`src/rtl/neuron_mac.sv`:
```
// Streaming multiply-accumulate neuron stage: N (weight, activation) beats plus a
// bias produce one saturated pre-activation value for the activation stage.

`ifndef NEURON_MAC_TYPES
`define NEURON_MAC_TYPES
typedef enum logic [1:0] {
  INT = 2'd0,
  FXP = 2'd1,
  FLP = 2'd2
} dtype_t;

typedef struct packed {
  dtype_t     dtype;
  logic       sign;
  logic [7:0] prec;
} dconf_t;
`endif

`ifndef DEF_DCONF
`define DEF_DCONF '{dtype: FXP, sign: 1'b1, prec: 8'd8}
`endif

module neuron_mac #(
  parameter dconf_t CONF = `DEF_DCONF,
  parameter int     PREC = int'(CONF.prec),
  parameter int     FRAC = 0,
  parameter int     N    = 16
) (
  input  logic                   clk,
  input  logic                   reset,
  input  logic                   in_valid,
  output logic                   in_ready,
  input  logic signed [PREC-1:0] in_w,
  input  logic signed [PREC-1:0] in_x,
  input  logic signed [PREC-1:0] in_bias,
  output logic                   out_valid,
  input  logic                   out_ready,
  output logic signed [PREC-1:0] out_data
);

  localparam int ACCW = 2*PREC + $clog2(N) + 2;
  localparam int FS   = (CONF.dtype == INT) ? 0 : FRAC;
  localparam int CNTW = (N > 1) ? $clog2(N) : 1;
  localparam logic [CNTW-1:0] LAST = CNTW'(N-1);

  localparam logic signed [ACCW-1:0] SAT_MAX = {{(ACCW-PREC+1){1'b0}}, {(PREC-1){1'b1}}};
  localparam logic signed [ACCW-1:0] SAT_MIN = {{(ACCW-PREC+1){1'b1}}, {(PREC-1){1'b0}}};
  localparam logic signed [PREC-1:0] OUT_MAX = {1'b0, {(PREC-1){1'b1}}};
  localparam logic signed [PREC-1:0] OUT_MIN = {1'b1, {(PREC-1){1'b0}}};

  generate
    if (!((CONF.dtype == FXP || CONF.dtype == INT) && CONF.sign == 1'b1)) begin : g_bad_conf
      $error("neuron_mac: only signed FXP or INT formats are supported");
    end
    if (N < 1) begin : g_bad_n
      $error("neuron_mac: N must be at least 1");
    end
    if (FS >= PREC) begin : g_bad_frac
      $error("neuron_mac: FRAC must be smaller than PREC");
    end
  endgenerate

  typedef enum logic {
    ACC = 1'b0,
    OUT = 1'b1
  } state_t;

  state_t                  state;
  state_t                  state_next;
  logic [CNTW-1:0]         cnt;
  logic signed [ACCW-1:0]  acc;
  logic signed [PREC-1:0]  bias_q;

  logic                    accept;
  logic                    first;
  logic                    last;
  logic signed [2*PREC-1:0] product;
  logic signed [PREC-1:0]  bias_sel;
  logic signed [ACCW-1:0]  bias_ext;
  logic signed [ACCW-1:0]  acc_sum;
  logic signed [ACCW-1:0]  total;
  logic signed [ACCW-1:0]  scaled;
  logic signed [PREC-1:0]  sat_val;

  always_ff @(posedge clk) begin
    if (reset) begin
      state <= ACC;
    end else begin
      state <= state_next;
    end
  end

  always_comb begin
    state_next = state;
    in_ready   = 1'b0;
    out_valid  = 1'b0;
    case (state)
      ACC: begin
        in_ready = 1'b1;
        if (in_valid && last) begin
          state_next = OUT;
        end
      end
      OUT: begin
        out_valid = 1'b1;
        if (out_ready) begin
          state_next = ACC;
        end
      end
      default: state_next = ACC;
    endcase
  end

  // The first beat of a group starts from zero rather than the stale sum, and
  // uses its own bias so that N==1 works without a separate path.
  always_comb begin
    accept   = in_valid && in_ready;
    first    = (cnt == '0);
    last     = (cnt == LAST);
    product  = in_w * in_x;
    acc_sum  = (first ? '0 : acc) + {{(ACCW-2*PREC){product[2*PREC-1]}}, product};
    bias_sel = first ? in_bias : bias_q;
    bias_ext = {{(ACCW-PREC){bias_sel[PREC-1]}}, bias_sel};
    total    = acc_sum + (bias_ext <<< FS);
    scaled   = total >>> FS;
    if (scaled > SAT_MAX) begin
      sat_val = OUT_MAX;
    end else if (scaled < SAT_MIN) begin
      sat_val = OUT_MIN;
    end else begin
      sat_val = scaled[PREC-1:0];
    end
  end

  always_ff @(posedge clk) begin
    if (reset) begin
      cnt      <= '0;
      acc      <= '0;
      bias_q   <= '0;
      out_data <= '0;
    end else if (accept) begin
      acc <= acc_sum;
      if (first) begin
        bias_q <= in_bias;
      end
      if (last) begin
        cnt      <= '0;
        out_data <= sat_val;
      end else begin
        cnt <= cnt + 1'b1;
      end
    end
  end

endmodule

```
`config.mk`:
```
export PLATFORM = sky130hd
export DESIGN_NAME = neuron_mac
export DESIGN_NICKNAME = d
export VERILOG_FILES = /design/src/rtl/neuron_mac.sv
export SDC_FILE = /design/constraint.sdc
export NUM_CORES = 1
export LEC_CHECK = 0
export CAP_MARGIN = 40
export CORE_UTILIZATION = 45
export DETAILED_ROUTE_END_ITERATION = 10
export GPL_TIMING_DRIVEN = 0
export MAX_ROUTING_LAYER = met4
export SYNTH_ARGS = -nofsm -noshare
export SYNTH_HDL_FRONTEND = slang
export SYNTH_SLANG_ARGS = --single-unit
```
`constraint.sdc`:
```
create_clock -name clk -period 15.9 [get_ports clk]
set_clock_uncertainty 0.2 [all_clocks]
set_input_delay 3.18 -clock clk [delete_from_list [all_inputs] [get_ports clk]]
set_output_delay 3.18 -clock clk [all_outputs]
set_load 0.02 [all_outputs]
```
==> summary.txt, run 1 <==
Cell family with most CP delay: compound AO/OA/AOI/OAI gates
Max incr delay on CP: 0.68 ns
Vias per cell: 5.38
Setup Viol. Count Final: 0
# DRC: 0
Clock buffer depth: 2
Post_cts resized: 0
CP endpoint kind: flop
Hold Crit Class: reg2reg
Fin crit share: 77.7%
CP most frequent cell: a21oi_1
CP max FO: 9
Final GP Congestion: 0.889
Port buffer count: 37
Worst EP arrival: 12.36 ns
Hold depth: 2
Reg2Reg Launch Point: cnt[0]$_SDFFE_PP0P_
R2R depth: 30
Most frequent cells after synthesis: inv_1, nand2_1, ha_1
Synth Area per Inst: 8.00 um2
Setup TNS: 0 ns
Core Box Area: 13900 um2
Largest net degree at the start of global routing: 16
Finished Core Util: 51.7%
Final Hold Fails: 0
First-pass GRT wire length: 26700 um
Hold Path End: acc[6]$_SDFFE_PP0P_
Post-synthesis cell type count: 68
Slew Limit Headroom: 43.4%
H-tree Lvls: 2
Min-delay src: acc[6]$_SDFFE_PP0P_
Iteration-0 DRC Markers: 288
WL final: 15300 um
Worst path slowest cell: clkdlybuf4s50_1
Die Span Y: 122 um
Final Slew Violations: 0
Synthesis-to-layout area growth: 11.6%
Synth area leader: fa_1
Synth area leaders: fa_1, ha_1, dfxtp_1, inv_1, and2_1
Post-synth top area share: 17.7%
Cell count after synthesis: 807
Worst-Skew Late Latency: 0.30 ns
Yosys warning total: 0
Die width: 122 um
Die area: 14800 um2
Total GRT Usage: 23.2%
Clk slew on worst S/H paths: 0.06 ns
Total grt overflow: 0
Crit path launch type: input port
Vias in the first global route: 5489
Highest clock rate: 0.0809 GHz
Main synth FF type: dfxtp_1
Status: completed
Via count: 5558
Layout cells sized above 1: 3.87%
Ys async rst share: 0%
Final worst slack: 3.54 ns
CTS buffer count: 5
IO Count: 38
#FFs+latches synth: 43
Drt pass-1 iters: 5
Std cell rows: 43
CTS tree: yes
Placement Setup Slack: 3.35 ns
Root Driver: clkbuf_16
Fin Hold WS: 0.252 ns
Initial Util: 46.3%
Dominant cell by count in the synthesized netlist: inv_1
Post-synth EDFFs: 0
TritonCTS sink count: 43
Detail Placement HPWL: 12800 um
Worst Max-Slew Pin Slew: 0.842 ns
MaxCap Viol Count: 0
WL/cell: 14.8 um
Antenna-violating nets left: 0
Register area share after synthesis: 13.3%
Worst Path Buf+Inv: 5
RSZ-0062 raised after global routing: no
Reg-to-reg slack, setup: 8.25 ns
Final #Nets: 1006
Mapped Nets: 961
Setup CP Type: in2reg
Post-CTS Setup Bufs: 0
Worst reg2reg endpoint: out_data[6]$_SDFFE_PP0P_
Ant. Diodes: 0
Initial antenna violation count: 0
Final worst path period need: 12.36 ns
Hold_buf cts: 0
Worst path required time: 15.90 ns
Syn Std Cell Area: 6460 um2
==> per-stage QoR <==
step,instances,instance area [um2]
floorplan,807,6460
global placement,1024,7050
detailed placement,1025,7060
CTS,1033,7210
global route,1033,7210
finish,1033,7210
==> state kept, by name, summed over array words and instances (netlist names) <==
register  count
acc          22
bias_q        8
state         1
cnt           4
out_data      8
==> tightest hold or removal path: cells and delay by family, from the launching register on <==
family,cells,cell delay [ns]
simple gates,1,0.05
compound gates,1,0.05
flops,1,0.31
==> worst max path at each step <==
stage                                     to  depth (start not counted)  startpoint  slack (ns)
global route        out_data[6]$_SDFFE_PP0P_                         36     in_x[7]        2.76
CTS                 out_data[5]$_SDFFE_PP0P_                         36     in_x[7]        3.62
global placement    out_data[5]$_SDFFE_PP0P_                         35     in_x[7]        3.01
detailed placement  out_data[5]$_SDFFE_PP0P_                         36     in_x[7]        3.35
finish              out_data[6]$_SDFFE_PP0P_                         36     in_x[7]        3.54
floorplan           out_data[7]$_SDFFE_PP0P_                         35     in_w[3]        5.22
==> metal layers <==
layer	part of all wire [%]	wire, um	vias to the layer above	track usage [%]
li1	-	-	2766	-
met1	52	7940	2687	33.7
met5	0	0	-	-
met2	44	6710	95	35.7
met4	0.62	95	0	2.55
met3	3.4	522	10	2.53
==> cell families after synthesis <==
logic type | Yosys count | synth area share (%)
DFF | 43 | 13.3
and+or+nand+nor | 277 | 20.7
adders and majority gates | 126 | 31.0
xor gates and xnor gates | 57 | 8.37
AOI/OAI and AO/OA | 165 | 17.4
buffers and inverters | 131 | 7.81
muxes | 8 | 1.34
==> layout by cell type (no fill, tap or decap), types with 7 or more instances in the layout <==
cell | synthesis | layout
inv_1 | 110 | 110
nand2_1 | 87 | 87
ha_1 | 69 | 69
nor2_1 | 66 | 66
and2_1 | 63 | 63
fa_1 | 57 | 57
a21oi_1 | 53 | 53
xnor2_1 | 45 | 45
dfxtp_1 | 43 | 43
clkdlybuf4s50_1 | 0 | 37
o21ai_0 | 29 | 29
clkbuf_1 | 17 | 17
a21o_1 | 16 | 16
a211oi_1 | 15 | 15
nor3_1 | 14 | 14
nor2b_1 | 11 | 11
nand3_1 | 10 | 10
o21a_1 | 9 | 9
xor2_1 | 9 | 9
nand2b_1 | 7 | 7
==> cell type report <==
class	instances	area [um2]
Multi-Input combinational cell	633	5090
Clock buffer	5	125
Timing Repair Buffer	38	375
Sequential cell	43	861
Fill cell	1353	6730
Buffer	20	85.1
Tap cell	180	225
Clock inverter	3	25.0
Inverter	111	419
Power of run 1 is not shown: default switching activity piles up to over one toggle a cycle in this logic, so the estimate is an artifact.
==> run 2, diff against run 1 <==
Settings changed: PLACE_DENSITY from default to 0.65.
Clock period 15.9 ns to 10 ns, I/O delays scaled along.
==> run 2 against run 1 <==
Critical path depth fell by 1. Worst hold slack lost 0.0026 ns. Routed wire length fell by 1.7%. Sequential share of layout area down 0.57 points. Global-route usage fell by 0.96 points. Flip-flop and latch count unchanged. Cell count is 1.6% higher. Design area grew 5.0%. Highest routed layer unchanged.
==> summary.txt, run 2 (synthesis gave the netlist of run 1 again) <==
Highest clock rate: 0.103 GHz
Final GP Congestion: 0.897 (+0.90%)
WL/cell: 14.3 um (-3.3%)
Clk slew on worst S/H paths: 0.06 ns (about the same)
Setup Viol. Count Final: 0 (unchanged)
# DRC: 0 (unchanged)
Initial Util: 46.3% (unchanged)
Vias in the first global route: 5364 (-2.3%)
Detail Placement HPWL: 11900 um (-6.4%)
Vias per cell: 5.28 (-1.8%)
First-pass GRT wire length: 25600 um (-4.0%)
IO Count: 38 (unchanged)
Total grt overflow: 0 (unchanged)
Max incr delay on CP: 0.53 ns (-0.15 ns)
Final worst slack: 0.338 ns (-3.20 ns)
Largest regs: acc x22, bias_q x8, out_data x8
Via count: 5548 (-0.18%)
Std cell rows: 43 (unchanged)
Initial antenna violation count: 0 (unchanged)
Largest net degree at the start of global routing: 16 (unchanged)
Worst path slowest cell: fa_1
Worst Max-Slew Pin Slew: 0.735 ns (-0.106 ns)
CP max FO: 10 (+1)
Ant. Diodes: 0 (unchanged)
Worst EP arrival: 9.61 ns (-2.75 ns)
Placed Instances: 1024 (-0.098%)
WL final: 15000 um (-1.7%)
Final worst path period need: 9.66 ns
Reg-to-reg slack, setup: 3.00 ns (-5.25 ns)
Die Span Y: 122 um (unchanged)
Port buffer count: 37 (unchanged)
Total GRT Usage: 22.2% (-0.96 points)
Largest register by flop count: acc
Commonest non-fill, non-tap cell in the layout: inv_1
Final Hold Fails: 0 (unchanged)
Root Driver: clkbuf_16
Hold_buf cts: 0 (unchanged)
Clock buffer depth: 2 (unchanged)
Crit path launch type: input port
Fin crit share: 96.6%
Die width: 122 um (unchanged)
Worst path required time: 9.95 ns (-5.95 ns)
Layout cells sized above 1: 12.0% (+8.1 points)
Slew Limit Headroom: 50.9% (+7.5 points)
H-tree Lvls: 2 (unchanged)
Largest register FFs: 22 (unchanged)
Final #Nets: 1023 (+1.7%)
Most frequent cells in the layout: inv_1, nand2_1, nor2_1
Setup CP Type: in2reg
Placement Setup Slack: -1.57 ns (-4.93 ns)
MaxCap Viol Count: 0 (unchanged)
Finished Layout Cells: 1050 (+1.6%)
Core Box Area: 13900 um2 (unchanged)
Die area: 14800 um2 (unchanged)
FILL cells: 1326 (-2.0%)
CTS tree: yes
Final Slew Violations: 0 (unchanged)
TritonCTS sink count: 43 (unchanged)
Worst-Skew Late Latency: 0.30 ns (about the same)
Iteration-0 DRC Markers: 448 (+56%)
Antenna-violating nets left: 0 (unchanged)
Synthesis-to-layout area growth: 17.2%
Hold Crit Class: reg2reg
Finished Core Util: 54.3% (+2.6 points)
Status: completed
CTS buffer count: 5 (unchanged)
Drt pass-1 iters: 5 (unchanged)
CP endpoint kind: flop
==> run 2: changes by cell type in the layout (fill, tap and decap cells not counted), sizes merged <==
cell           previous run  this run
buf                       3        22
clkdlybuf4s50            37        21
clkbuf                   23        38
bufinv                    0         2
clkinv                    2         0
clkinvlp                  1         0
==> run 2: critical path, delay by kind of cell <==
family / cells / cell delay, ns
fa+ha+maj: 7 / 2.91
compound gates: 12 / 2.23
simple gates: 5 / 0.90
xor+xnor: 3 / 0.67
buf+inv: 7 / 0.65
mux: 1 / 0.25
==> run 2: cell type report <==
class	count	area [um2]	area share, %
plain buffers	20	85.1	1.12
clock buffers	6	129	1.70
clock inverters	2	60.1	0.793
inverters	111	419	5.54
multi-input cells	633	5360	70.8
flip-flops and latches	43	861	11.4
well taps	180	225	2.97
repair buffers	55	430	5.69
==> run 2: final timing paths <==
path	startpoint	end	cells after the start
worst max-delay path	in_w[3]	out_data[4]$_SDFFE_PP0P_	35
worst min-delay path	acc[11]$_SDFFE_PP0P_	acc[11]$_SDFFE_PP0P_	2
worst max register to register	cnt[0]$_SDFFE_PP0P_	out_data[4]$_SDFFE_PP0P_	30
worst min register to register	acc[11]$_SDFFE_PP0P_	acc[11]$_SDFFE_PP0P_	2
==> run 2: metrics by stage <==
| step | hold WS (ns) | TNS [ns] | cell area (um2) |
|---|---|---|---|
| 2_1_floorplan | 0.232 | 0 | 6460 |
| 3_3_place_gp | 0.238 | -11.36 | 7050 |
| 3_5_place_dp | 0.243 | -12.20 | 7050 |
| 4_1_cts | 0.251 | 0 | 7410 |
| 5_1_grt | 0.272 | -0.150 | 7570 |
| 6_report | 0.249 | 0 | 7570 |
==> run 2: repair_timing <==
item / 4_1_cts / 5_1_grt
setup buffers: 8 / 10
endpoints found under the setup margin: 8 / 8
pin swaps: 15 / 29
gates resized for setup: 45 / 63
==> run 2: metal layers <==
| layer | track usage [%] | up-vias | part of all wire (%) | wire length [um] |
|---|---|---|---|---|
| li1 | - | 2789 | - | - |
| met1 | 31.7 | 2660 | 51 | 7600 |
| met2 | 34.5 | 87 | 45 | 6760 |
| met3 | 2.15 | 12 | 3.3 | 490 |
| met4 | 3.94 | 0 | 1.0 | 157 |
| met5 | - | - | 0 | 0 |
Power of run 2 is left out for the same reason.
==> run 3, diff against run 2 <==
Settings changed: CORE_UTILIZATION 45 to 50, CTS_CLUSTER_SIZE from default to 14, PLACE_DENSITY 0.65 to 0.71.
==> run 3 against run 2 <==
Sequential share of layout area up 0.074 points. First-iteration DRC count down 20%. Flip-flop and latch count unchanged. Worst setup slack worse by 0.053 ns. Critical path type unchanged.
==> summary.txt, run 3 (synthesis gave the netlist of run 1 again) <==
Clock buffer depth: 2 (unchanged)
WL/cell: 14.7 um (+2.6%)
Crit path launch type: input port
WL final: 15300 um (+2.0%)
IO Count: 38 (unchanged)
TritonCTS sink count: 43 (unchanged)
Worst EP arrival: 9.66 ns (+0.05 ns)
Ant. Diodes: 0 (unchanged)
MaxCap Viol Count: 0 (unchanged)
Drt pass-1 iters: 5 (unchanged)
CP endpoint kind: flop
Std cell rows: 41 (-4.7%)
Vias in the first global route: 5463 (+1.8%)
Clk slew on worst S/H paths: 0.07 ns (about the same)
Highest clock rate: 0.103 GHz (-0.54%)
Root Driver: clkbuf_16
Largest net degree at the start of global routing: 16 (unchanged)
First-pass GRT wire length: 25600 um (+0.13%)
Worst Max-Slew Pin Slew: 0.705 ns (-0.0304 ns)
CTS tree: yes
# DRC: 0 (unchanged)
Fin crit share: 97.1% (+0.53 points)
Largest register FFs: 22 (unchanged)
Largest register by flop count: acc
Final #Nets: 1025 (+0.20%)
Die width: 116 um (-5.0%)
Most frequent cells in the layout: inv_1, nand2_1, nor2_1
Cell area after layout: 7520 um2 (-0.64%)
Hold_buf cts: 0 (unchanged)
Worst path slowest cell: fa_1
Die area: 13400 um2 (-9.8%)
Synthesis-to-layout area growth: 16.5%
Finished Layout Cells: 1044 (-0.57%)
Detail Placement HPWL: 11900 um (-0.14%)
FILL cells: 1189 (-10%)
Iteration-0 DRC Markers: 358 (-20%)
Slew Limit Headroom: 53.0% (+2.1 points)
Antenna-violating nets left: 0 (unchanged)
Core Box Area: 12600 um2 (-9.4%)
Register area: 861 um2 (unchanged)
Area of the multi-input gates: 5340 um2 (-0.33%)
Die Span Y: 116 um (-5.0%)
Port buffer count: 37 (unchanged)
Largest regs: acc x22, bias_q x8, out_data x8
Final GP Congestion: 0.894 (-0.35%)
Max incr delay on CP: 0.54 ns (about the same)
Via count: 5682 (+2.4%)
Status: completed
Initial antenna violation count: 0 (unchanged)
Commonest non-fill, non-tap cell in the layout: inv_1
Vias per cell: 5.44 (+3.0%)
Initial Util: 51.2% (+4.8 points)
Final Hold Fails: 0 (unchanged)
Setup Viol. Count Final: 0 (unchanged)
CTS buffer count: 5 (unchanged)
Total grt overflow: 0 (unchanged)
CP max FO: 8 (-2)
Final Slew Violations: 0 (unchanged)
Setup TNS: 0 ns (unchanged)
Cell family with most CP delay: adder cells
Worst path required time: 9.94 ns (about the same)
Layout cells sized above 1: 11.8% (-0.14 points)
Final worst path period need: 9.71 ns (+0.0530 ns)
Hold Crit Class: reg2reg
H-tree Lvls: 2 (unchanged)
Placed cell area: 7040 um2 (-0.14%)
Setup CP Type: in2reg
Placed Instances: 1016 (-0.78%)
Worst Path Buf+Inv: 7 (unchanged)
Total GRT Usage: 24.7% (+2.5 points)
Worst-Skew Late Latency: 0.29 ns (about the same)
-- run 3: per-layer routing --
metal  routed length [um]  up-vias  GRT usage (%)
met5                    0        -              -
met3                  799       17           3.45
met2                 7130      125           39.3
met4                  162        0           3.68
li1                     -     2804              -
met1                 7220     2736           34.3
-- run 3: area by class of cell --
cell class / count / share of cell area [%]
clock inverter: 2 / 0.166
sequential: 43 / 11.4
clock buffer: 6 / 1.71
timing repair buffer: 57 / 6.07
tap: 172 / 2.86
buffer: 20 / 1.13
multi-input combinational: 633 / 71.0
inverter: 111 / 5.57
-- run 3: what timing repair did --
| item | in CTS | in global routing |
|---|---|---|
| pin swaps | 10 | 22 |
| buffers inserted | 7 | 14 |
| setup endpoints to repair | 8 | 8 |
| gates resized for setup | 41 | 61 |
-- run 3: worst register-to-register path, delay by kind of cell (launching register included) --
kind | cells | cell delay (ns)
flops | 1 | 0.39
buf+inv | 6 | 1.16
fa+ha+maj | 4 | 1.05
mux | 1 | 0.28
xor+xnor | 1 | 0.13
simple gates | 7 | 1.32
compound gates | 12 | 2.50
-- run 3: worst paths after layout --
check / startpoint / end / slack [ns] / cells after the start
hold / removal: acc[13]$_SDFFE_PP0P_ / acc[13]$_SDFFE_PP0P_ / 0.25 / 2
hold reg to reg: acc[13]$_SDFFE_PP0P_ / acc[13]$_SDFFE_PP0P_ / 0.25 / 2
setup / recovery: in_w[3] / out_data[3]$_SDFFE_PP0P_ / 0.29 / 38
setup reg to reg: cnt[0]$_SDFFE_PP0P_ / out_data[3]$_SDFFE_PP0P_ / 2.82 / 31
-- run 3: through the flow --
step | setup slack, ns | util [%] | hold WS [ns]
floorplan | 0.504 | - | 0.232
global placement | -1.32 | 55.8 | 0.239
detailed placement | -1.52 | 55.8 | 0.244
CTS | 0.0103 | 58.2 | 0.253
global route | -0.0838 | 59.6 | 0.276
finish | 0.285 | 59.6 | 0.250
Power of run 3 is left out for the same reason.
==> edit 1, RTL diff (config.mk and constraints of run 1) <==
`N`: 16 -> 8.
--- a/src/rtl/neuron_mac.sv
+++ b/src/rtl/neuron_mac.sv
@@ -24,7 +24,7 @@
   parameter dconf_t CONF = `DEF_DCONF,
   parameter int     PREC = int'(CONF.prec),
   parameter int     FRAC = 0,
-  parameter int     N    = 16
+  parameter int     N    = 8
 ) (
   input  logic                   clk,
   input  logic                   reset,
Function: changed (a bounded check fails within 10 cycles, from zero or initial values and one cycle with reset high).
==> edit 1 against run 1 <==
- design area increased by 1.4%
- setup slack improved by 630 ps
- wire length decreased by 0.36%
- sequential cell count decreased by 2
- register-to-register slack improved by 1300 ps
- area after synthesis increased by 0.91%
- hold slack got worse by 4.0 ps
Power is not shown: default switching activity piles up to over one toggle a cycle in this logic, so the estimate is an artifact.
==> edit 1: results (changes against run 1) <==
average detailed-routed wire length per instance 14.6 um (-0.94%); via/cell ratio 5.40 (+0.41%); maximum number of pins on one net before global-route repair 15 (-1); Clock Latency Late Sink 280 ps (-20 ps); detailed-routed wire length on met3 422 um (-19%); Placement Cell Area 7110 um^2 (+0.76%); net count of the finished layout 1,013 (+0.70%); Mapped Nets 969 (+0.83%); wire length of the first global-routing pass 26,100 um (-2.2%); post-detailed-placement half-perimeter wirelength 12,700 um (-0.62%); maximum fanout along the worst path 8 (-1); Netlist cell types 69 (+1.5%); wire length on met2 7810 um (+16%); compound-gate portion of the synthesized area 18.6% (+1.2 points); number of buffers added for setup after CTS 0 (unchanged); Synth Area in XOR/XNOR 6.32% (-2.1 points); cells on worst reg2reg path 25 (-17%); multiplexer share of the synthesized area 1.04% (-0.30 points); sequential fraction of the synthesis area 12.6% (-0.73 points); share of post-route cells with drive strength above 1 3.96% (+0.089 points); adder-cell area share of the yosys netlist 31.0% (-0.088 points); DRC marker count from the first detailed-route iteration 311 (+8.0%); final hold slack 248 ps (-3.96 ps); # fillers 1,327 (-1.9%); vias in the first global route 5,643 (+2.8%); setup slack on the worst flop-to-flop path 9530 ps (+1280 ps); Non-Filler Cell Area, Final 7310 um^2 (+1.4%); arrival time of data at the critical path endpoint 11,670 ps (-690 ps); largest stage delay on the critical path 580 ps (-100 ps); Top Registers acc: 21 flops, bias_q: 8 flops, out_data: 8 flops; dominant cells by area after synthesis sky130_fd_sc_hd__fa_1, sky130_fd_sc_hd__ha_1, sky130_fd_sc_hd__dfxtp_1; result of the run finished, final reports clean; most instantiated cells after synthesis sky130_fd_sc_hd__inv_1, sky130_fd_sc_hd__nand2_1, sky130_fd_sc_hd__ha_1, sky130_fd_sc_hd__nor2_1, sky130_fd_sc_hd__and2_1
==> edit 1: worst paths after layout <==
path,startpoint,end
max,in_x[4],out_data[6]
max reg2reg,cnt[0],out_data[3]
min,acc[7],acc[7]
min reg2reg,acc[7],acc[7]
==> edit 1: area by class of cell <==
class / count / area share [%]
Buffer: 20 / 1.59
Clock buffer: 5 / 1.71
Clock inverter: 3 / 0.942
Inverter: 106 / 5.45
Multi-Input combinational cell: 647 / 70.9
Sequential cell: 41 / 11.2
Tap cell: 180 / 3.08
Timing Repair Buffer: 37 / 5.07
==> edit 1: worst max-delay path, delay by kind of cell <==
| kind | cells | cell delay, ps |
|---|---|---|
| buffers and inverters | 5 | 790 |
| AND/OR/NAND/NOR | 6 | 840 |
| XOR/XNOR | 4 | 910 |
| adder cells (fa/ha/maj) | 7 | 2990 |
| AO/OA/AOI/OAI | 15 | 2930 |
==> edit 1: stage by stage <==
step           std cells  setup slack, ps
4_1_cts             1039             4130
6_report            1039             4180
3_3_place_gp        1031             4040
3_5_place_dp        1031             3860
2_1_floorplan        814             5340
5_1_grt             1039             3540
==> edit 1: kinds of logic after synthesis <==
family,count (synthesis)
buffers and inverters,126
multiplexers,6
adder cells (fa/ha/maj),127
AO/OA/AOI/OAI,168
XOR/XNOR,44
AND/OR/NAND/NOR,302
flip-flops,41
==> edit 1: per-layer routing <==
metal	up-vias	track usage, %
met5	-	-
met4	0	6.25
met3	21	0.976
met2	108	40.2
met1	2675	27.0
li1	2809	-
==> edit 2, RTL diff (flow settings as in run 1) <==
Without the edit above. Reset style: asynchronous (`reset`), changed in 2 clocked blocks.
--- a/src/rtl/neuron_mac.sv
+++ b/src/rtl/neuron_mac.sv
@@ -82,7 +82,7 @@
   logic signed [ACCW-1:0]  scaled;
   logic signed [PREC-1:0]  sat_val;
 
-  always_ff @(posedge clk) begin
+  always_ff @(posedge clk or posedge reset) begin
     if (reset) begin
       state <= ACC;
     end else begin
@@ -132,7 +132,7 @@
     end
   end
 
-  always_ff @(posedge clk) begin
+  always_ff @(posedge clk or posedge reset) begin
     if (reset) begin
       cnt      <= '0;
       acc      <= '0;
Function: same outputs for any inputs over 10 cycles, from zero or initial values and one cycle with reset high; that may be too few to reach the edited logic, so the function may still have changed.
==> edit 2 against run 1 <==
- sequential cell count unchanged
- die area up 3.4%
- first-iteration DRC count down 11%
- wire length up 2.1%
- count of clock-buffer cells in the layout unchanged
- design area up 3.8%
- setup slack better by 120 ps
- cell count up 0.68%
- area after synthesis up 3.5%
Power is not shown: default switching activity piles up to over one toggle a cycle in this logic, so the estimate is an artifact.
==> edit 2: results (changes against run 1) <==
# fillers 1,402 (+3.6%); most instantiated cells after synthesis sky130_fd_sc_hd__nand2_1, sky130_fd_sc_hd__inv_1, sky130_fd_sc_hd__ha_1, sky130_fd_sc_hd__and2_1, sky130_fd_sc_hd__fa_1; Netlist cell types 58 (-15%); most common flop cell mapped by yosys sky130_fd_sc_hd__dfrtp_1; average detailed-routed wire length per instance 15.0 um (+1.4%); class of the worst hold path flop to flop; arrival time of data at the critical path endpoint 12,180 ps (-180 ps); Port Buf Inserts 37 (unchanged); global routing met3 resource utilization 1.83% (-0.70 points); largest stage delay on the critical path 580 ps (-100 ps); global placement routability congestion 0.835 (-6.0%); via/cell ratio 5.40 (+0.38%); net count of the finished layout 1,009 (+0.30%); fraction of registers with async set/reset 100% (+100 points); global routing met1 resource utilization 27.8% (-5.9 points); dominant cells by area after synthesis sky130_fd_sc_hd__fa_1, sky130_fd_sc_hd__dfrtp_1, sky130_fd_sc_hd__ha_1; met2 Usage GRT 41.0% (+5.3 points); post-detailed-placement half-perimeter wirelength 13,000 um (+1.7%); DRC marker count from the first detailed-route iteration 255 (-11%); most common cell after layout, fill and taps aside sky130_fd_sc_hd__nand2_1; Mapped Nets 964 (+0.31%); total routing resource utilization after global routing 22.9% (-0.30 points); vias in the first global route 5,757 (+4.9%); maximum number of pins on one net before global-route repair 26 (+10); cell family with most CP delay compound AO/OA/AOI/OAI gates; share of post-route cells with drive strength above 1 3.62% (-0.25 points); Worst-Margin Slew 662 ps (-179 ps); 1st-pass router iterations 4 (-1); maximum fanout along the worst path 8 (-1); wire length of the first global-routing pass 27,000 um (+1.1%); result of the run finished, final reports clean
## edit 2: kinds of logic (layout without fill, tap and decap cells)
kind of cell,after synthesis,in the layout,share of synthesized area (%)
and+or+nand+nor,287,287,20.8
AOI/OAI and AO/OA,163,163,16.9
buffers and inverters,128,174,7.23
adders and majority gates,126,126,30.0
xor gates and xnor gates,50,50,6.89
DFF,43,43,16.1
muxes,13,13,2.06
## edit 2: layout make-up
class / count / area [um^2] / area share, %
clock buffers: 5 / 125 / 1.67
well taps: 184 / 230 / 3.08
inverters: 112 / 420 / 5.62
plain buffers: 16 / 62.6 / 0.836
repair buffers: 38 / 398 / 5.32
flip-flops and latches: 43 / 1080 / 14.4
clock inverters: 3 / 47.5 / 0.635
multi-input cells: 639 / 5120 / 68.5
## edit 2: path summary, 6_finish.rpt
path	from	endpoint	slack, ps	depth (start not counted)
max	in_x[4]	out_data[0]	3660	38
min	acc[11]	acc[11]	270	2
max reg2reg	cnt[0]	out_data[0]	8760	28
min reg2reg	acc[11]	acc[11]	270	2
max in group asynchronous	reset	bias_q[6]	12000	3
min in group asynchronous	reset	out_data[4]	3020	2
## edit 2: metrics by stage
stage / setup slack (ps) / instances / hold WS [ps] / cell area, um^2
after floorplan: 4860 / 810 / 237 / 6680
after global placement: 3480 / 1031 / 251 / 7280
after detailed placement: 3370 / 1032 / 254 / 7310
after CTS: 3600 / 1040 / 271 / 7480
after global routing: 3010 / 1040 / 289 / 7480
final: 3660 / 1040 / 272 / 7480
## edit 2: tightest hold or removal path, cell delays in order (launching register included)
cell                      delay (ps)
sky130_fd_sc_hd__dfrtp_1         340
sky130_fd_sc_hd__nand2_1          50
sky130_fd_sc_hd__nand2_1          50
## edit 2: per-layer routing
layer  wire [um]  up-vias
met4         198        0
met3         393       13
met5           0        -
li1            -     2797
met2        7910       97
met1        7090     2710
